<file path="src/rtl/mem_wb_skid_reg_pkg.sv">
// Shared definitions for the MEM->WB stage boundary: control-bundle bit
// positions and the skid-buffer FSM state encoding.
package pipe_pkg;

    localparam int CTRL_WB_EN_BIT    = 0;
    localparam int CTRL_MEM_R_EN_BIT = 1;

    localparam logic [1:0] ST_EMPTY = 2'd0;
    localparam logic [1:0] ST_ONE   = 2'd1;
    localparam logic [1:0] ST_TWO   = 2'd2;

    typedef enum logic [1:0] {
        S_EMPTY = ST_EMPTY,
        S_ONE   = ST_ONE,
        S_TWO   = ST_TWO
    } skid_state_t;

endpackage

</file>
<file path="src/rtl/mem_wb_skid_reg_payload.sv">
// Width-W enable register with synchronous active-high reset; holds one
// {ctrl, dest, alu, mem} payload slot of the skid buffer.
module pipe_payload_reg #(
    parameter int W = 8
) (
    input  logic         clk,
    input  logic         rst,
    input  logic         en,
    input  logic [W-1:0] d,
    output logic [W-1:0] q
);

    always_ff @(posedge clk) begin
        if (rst)
            q <= '0;
        else if (en)
            q <= d;
    end

endmodule

</file>
<file path="src/rtl/mem_wb_skid_reg.sv">
// MEM->WB pipeline register with valid/ready handshake and a 2-entry skid
// buffer; in_ready is registered so no stall path crosses the stage.
module mem_wb_skid_reg
    import pipe_pkg::*;
#(
    parameter int DATA_W = 32,
    parameter int DEST_W = 4,
    parameter int CTRL_W = 2
) (
    input  logic              clk,
    input  logic              rst,
    input  logic              in_valid,
    output logic              in_ready,
    input  logic [DATA_W-1:0] in_alu,
    input  logic [DATA_W-1:0] in_mem,
    input  logic [DEST_W-1:0] in_dest,
    input  logic [CTRL_W-1:0] in_ctrl,
    input  logic              flush,
    output logic              out_valid,
    input  logic              out_ready,
    output logic [DATA_W-1:0] out_alu,
    output logic [DATA_W-1:0] out_mem,
    output logic [DEST_W-1:0] out_dest,
    output logic [CTRL_W-1:0] out_ctrl,
    output logic [1:0]        occupancy,
    output logic              fwd_wb_en,
    output logic [DEST_W-1:0] fwd_dest
);

    localparam int PW = CTRL_W + DEST_W + 2 * DATA_W;

    skid_state_t   state;
    logic          main_valid;
    logic          skid_valid;
    logic          accept;
    logic          consume;
    logic          main_en;
    logic          skid_en;
    logic [PW-1:0] in_payload;
    logic [PW-1:0] main_d;
    logic [PW-1:0] main_q;
    logic [PW-1:0] skid_q;
    logic [CTRL_W-1:0] main_ctrl;

    // The entry offered during a flush is dropped even when in_ready is high.
    assign accept  = in_valid & in_ready & ~flush;
    assign consume = main_valid & out_ready;

    assign in_payload = {in_ctrl, in_dest, in_alu, in_mem};
    assign main_d     = (state == S_TWO) ? skid_q : in_payload;
    assign main_en    = ((state == S_EMPTY) & accept)
                      | ((state == S_ONE) & accept & consume)
                      | ((state == S_TWO) & consume);
    assign skid_en    = (state == S_ONE) & accept & ~consume;

    pipe_payload_reg #(.W(PW)) u_main (
        .clk (clk),
        .rst (rst),
        .en  (main_en),
        .d   (main_d),
        .q   (main_q)
    );

    pipe_payload_reg #(.W(PW)) u_skid (
        .clk (clk),
        .rst (rst),
        .en  (skid_en),
        .d   (in_payload),
        .q   (skid_q)
    );

    always_ff @(posedge clk) begin
        if (rst) begin
            state      <= S_EMPTY;
            main_valid <= 1'b0;
            skid_valid <= 1'b0;
            in_ready   <= 1'b1;
        end else if (flush) begin
            state      <= S_EMPTY;
            main_valid <= 1'b0;
            skid_valid <= 1'b0;
            in_ready   <= 1'b1;
        end else begin
            case (state)
                S_EMPTY: begin
                    if (accept) begin
                        state      <= S_ONE;
                        main_valid <= 1'b1;
                    end
                end
                S_ONE: begin
                    if (accept && !consume) begin
                        state      <= S_TWO;
                        skid_valid <= 1'b1;
                        in_ready   <= 1'b0;
                    end else if (!accept && consume) begin
                        state      <= S_EMPTY;
                        main_valid <= 1'b0;
                    end
                end
                S_TWO: begin
                    if (consume) begin
                        state      <= S_ONE;
                        skid_valid <= 1'b0;
                        in_ready   <= 1'b1;
                    end
                end
                default: begin
                    state      <= S_EMPTY;
                    main_valid <= 1'b0;
                    skid_valid <= 1'b0;
                    in_ready   <= 1'b1;
                end
            endcase
        end
    end

    assign {main_ctrl, out_dest, out_alu, out_mem} = main_q;

    assign out_valid = main_valid;
    assign out_ctrl  = main_valid ? main_ctrl : '0;
    assign occupancy = {1'b0, main_valid} + {1'b0, skid_valid};
    assign fwd_wb_en = main_valid & main_ctrl[CTRL_WB_EN_BIT];
    assign fwd_dest  = out_dest;

    a_skid_implies_main: assert property (@(posedge clk) disable iff (rst)
        skid_valid |-> main_valid);
    a_occ_legal: assert property (@(posedge clk) disable iff (rst)
        occupancy != 2'b11);

endmodule

</file>
<file path="config.mk">
export PLATFORM = sky130hd
export DESIGN_NAME = mem_wb_skid_reg
export DESIGN_NICKNAME = d
export VERILOG_FILES = /design/src/rtl/mem_wb_skid_reg_pkg.sv /design/src/rtl/mem_wb_skid_reg_payload.sv /design/src/rtl/mem_wb_skid_reg.sv
export SDC_FILE = /design/constraint.sdc
export NUM_CORES = 1
export LEC_CHECK = 0
export BUFFER_PORTS_ARGS = -buffer_cell sky130_fd_sc_hd__buf_2
export CORE_ASPECT_RATIO = 1.4
export CORE_MARGIN = 3
export CORE_UTILIZATION = 50
export CTS_CLUSTER_SIZE = 24
export DETAILED_ROUTE_END_ITERATION = 16
export GPL_TIMING_DRIVEN = 0
export HOLD_SLACK_MARGIN = 0.06
export PLACE_DENSITY = 0.88
export SYNTH_ARGS = -nofsm -noshare
export SYNTH_HDL_FRONTEND = slang
export SYNTH_SLANG_ARGS = --single-unit
</file>
<file path="constraint.sdc">
create_clock -name clk -period 1.6 [get_ports clk]
set_clock_uncertainty 0.1 [all_clocks]
set_input_delay 0.4 -clock clk [delete_from_list [all_inputs] [get_ports clk]]
set_output_delay 0.4 -clock clk [all_outputs]
set_load 0.05 [all_outputs]
</file>
==> run summary <==
Status -> complete, but fails checks
Failing checks -> negative setup slack
Pwr Density -> 937 nW/um^2
Register bit count reported by yosys -> 145
Worst min path class -> in -> reg
Routed wl met2 -> 13200 um
1st-iter DRT viols -> 452
Max_cap viols -> 0
Reg2reg start -> out_valid
Worst path slowest cell -> dfxtp_4
EDFF count, synth -> 0
Cell Area, Synth -> 7130 sq um
Flop2flop setup slack -> -0.22 ns
Fmax -> 548 MHz
Crit-path cells -> buf_6, buf_4, a21boi_2, buf_6, o22ai_4, buf_8, buf_12, a211oi_1
Core Box Area -> 13900 sq um
Worst VDD drop -> 783 uV
Ys Warns -> 0
Startpoint Class -> register
Critical path start-end classification -> reg -> reg
Sequential-to-total area share from yosys stat -> 40.7%
Setup ws final -> -0.225 ns
Post-Syn Area per Cell -> 9.41 sq um
Most frequent cells in the layout -> buf_4 (142), a211oi_2 (124), dfxtp_1 (123), buf_2 (85), mux2i_1 (63)
Critical Path RT -> 1.81 ns
Max-slew headroom at the worst pin -> 47.6%
Area delta synth->final -> 50.9%
Slowest cell delay on critical path -> 0.35 ns
Leak -> 4.46 nW
Max-slew violation count -> 0
Worst r2r dst -> u_main.q[15]
Ys flop type -> dfxtp_1
Worst Max-Slew Pin Slew -> 0.786 ns
RSZ-0062 raised after global routing -> true
Die width -> 107 um
Min Tclk post-route -> 1.82 ns
Met3 wire length -> 1420 um
IO buf count -> 152
Setup crit end kind -> register
H-tree lvl count -> 4
WHS Path Cells -> 3
CTS tree -> yes
Die area -> 15800 sq um
Die Y -> 147 um
Synth top area cells -> dfxtp_1 (41%), a211oi_1 (13%), mux2i_1 (9.8%), buf_4 (8.0%), a21oi_1 (5.1%)
CP max FO -> 10
Final Hold Viols -> 0
CP most frequent cell -> buf_6
All-Layer GR Usage -> 25.1%
Vias per cell -> 6.10
WL met1 -> 9160 um
Layout fillers -> 826
CTS Root Buffer Type -> clkbuf_16
Library cells used by synthesis -> 35
Post-DP HPWL -> 13800 um
Post-Route WL -> 25000 um
Clock Latency Late Sink -> 0.42 ns
Top cell type's share of synthesized area -> 40.7%
Commonest non-fill, non-tap cell in the layout -> buf_4
Ratio of cells with drive above 1 in the final layout -> 60.9%
Pre-CTS worst setup slack -> -0.449 ns
Initial DRT Pass Iterations -> 5
Clk buf depth -> 2
Clk sink count -> 145
Initial Util -> 51.3%
First-pass GRT wire length -> 31800 um
Util after Layout -> 77.4%
Async set-reset flop share out of synthesis -> 0%
R2R depth -> 8
Post-Synthesis Cells -> 758
Routed wire per std cell -> 21.8 um
Crit share post-route -> 114%
RD Place Congestion -> 0.826
Worst EP arrival -> 2.04 ns
Final nets -> 1027
Number of global-route vias before repair -> 6380
Via count -> 7002
CP top delay family -> buffers and inverters
Area leader, netlist -> dfxtp_1
Row count -> 51
Min-delay src -> in_dest[3]
Initial antenna violation count -> 1
GRT Residual Overflow -> 0
DRC Markers -> 0
Endpoints failing setup -> 113
Mapped Nets -> 834
Crit path buffers/inverters -> 5
Pin count of the biggest net entering global routing -> 17
Antenna Violating Nets Remaining -> 0
Highest metal used -> met4
Endpoint of the worst hold path -> u_skid.q[67]
Clock-pin slew on the worst setup and hold paths -> 0.06 ns
Num CTS Buffers -> 17
I/O pins -> 154
-- how the worst max path moves through the flow --
stage / slack [ns] / end / depth (start not counted) / from
3_3_place_gp: -0.42 / u_main.q[56] / 4 / rst
2_1_floorplan: -0.01 / u_main.q[57] / 7 / out_valid
4_1_cts: -0.19 / out_ctrl[0] / 4 / out_valid
3_5_place_dp: -0.45 / u_main.q[56] / 4 / rst
5_1_grt: -0.25 / u_main.q[15] / 8 / out_valid
6_report: -0.22 / u_main.q[15] / 8 / out_valid
-- tightest hold or removal path: cells and delay by family --
kind            cells  cell delay, ns
compound gates      1            0.05
simple gates        1            0.06
buf+inv             1            0.10
-- layout make-up --
type / instances / area (sq um) / share of cell area (%)
clock inverters: 9 / 105 / 0.976
clock buffers: 21 / 480 / 4.46
multi-input cells: 450 / 4180 / 38.8
plain buffers: 153 / 1320 / 12.3
diodes: 1 / 2.50 / 0.0232
well taps: 185 / 231 / 2.15
flip-flops and latches: 145 / 2940 / 27.3
repair buffers: 183 / 1500 / 13.9
inverters: 1 / 3.75 / 0.0349
-- what timing repair did --
| item | in CTS | in global routing |
|---|---|---|
| hold buffers | 0 | 0 |
| pin swaps | 5 | 66 |
| gates cloned | 3 | 5 |
| gates resized for setup | 172 | 346 |
| endpoints found under the setup margin | 209 | 172 |
| setup buffers | 11 | 12 |
-- registers in the layout (all words and copies together), names as in the netlist --
register,flops
out_valid,1
u_skid.q,70
skid_valid,1
in_ready,1
u_main.q,70
state,2
-- cell usage after synthesis (2+ instances only) --
| cell type | instances |
|---|---|
| clkbuf_2 | 4 |
| and2_1 | 2 |
| buf_6 | 20 |
| buf_1 | 3 |
| a211oi_1 | 120 |
| a21oi_1 | 73 |
| and4b_1 | 2 |
| nand2_1 | 2 |
| nand3_1 | 71 |
| a21o_1 | 2 |
| clkbuf_1 | 26 |
| mux2i_1 | 70 |
| o21ai_1 | 16 |
| a211oi_2 | 20 |
| o21ai_0 | 55 |
| buf_2 | 33 |
| nor2_1 | 2 |
| buf_4 | 76 |
| dfxtp_1 | 145 |
-- metal layers --
| layer | vias to the layer above | track usage, % |
|---|---|---|
| met5 | - | 0 |
| met4 | 0 | 12.0 |
| met1 | 3436 | 28.0 |
| met2 | 329 | 44.6 |
| li1 | 3136 | - |
| met3 | 101 | 5.58 |
-- metrics by stage --
| stage | power, W | hold slack (ns) | setup TNS [ns] | area, sq um | std cells |
|---|---|---|---|---|---|
| 2_1_floorplan | 0.00509 | 0.353 | -0.132 | 7150 | 758 |
| 3_3_place_gp | 0.00547 | 0.358 | -40.35 | 8140 | 1095 |
| 3_5_place_dp | 0.00550 | 0.366 | -42.03 | 8140 | 1095 |
| 4_1_cts | 0.00962 | 0.137 | -2.04 | 9430 | 1138 |
| 5_1_grt | 0.0104 | 0.147 | -16.69 | 10800 | 1148 |
| 6_report | 0.0101 | 0.145 | -11.51 | 10800 | 1148 |
-- cells by family after synthesis --
group	count (synthesis)	synth area share, %
AO/OA/AOI/OAI	294	27.6
adder cells (fa/ha/maj)	1	0.175
multiplexers	70	9.82
AND/OR/NAND/NOR	85	6.33
buffers and inverters	163	15.3
flip-flops	145	40.7
-- report_power, final --
group	leakage [nW]	switching [W]	internal, W
registers	1.19	0.000128	0.00376
logic	2.99	0.00129	0.000926
clock network	0.288	0.00154	0.00244
Power figures use the tool's default switching activity.
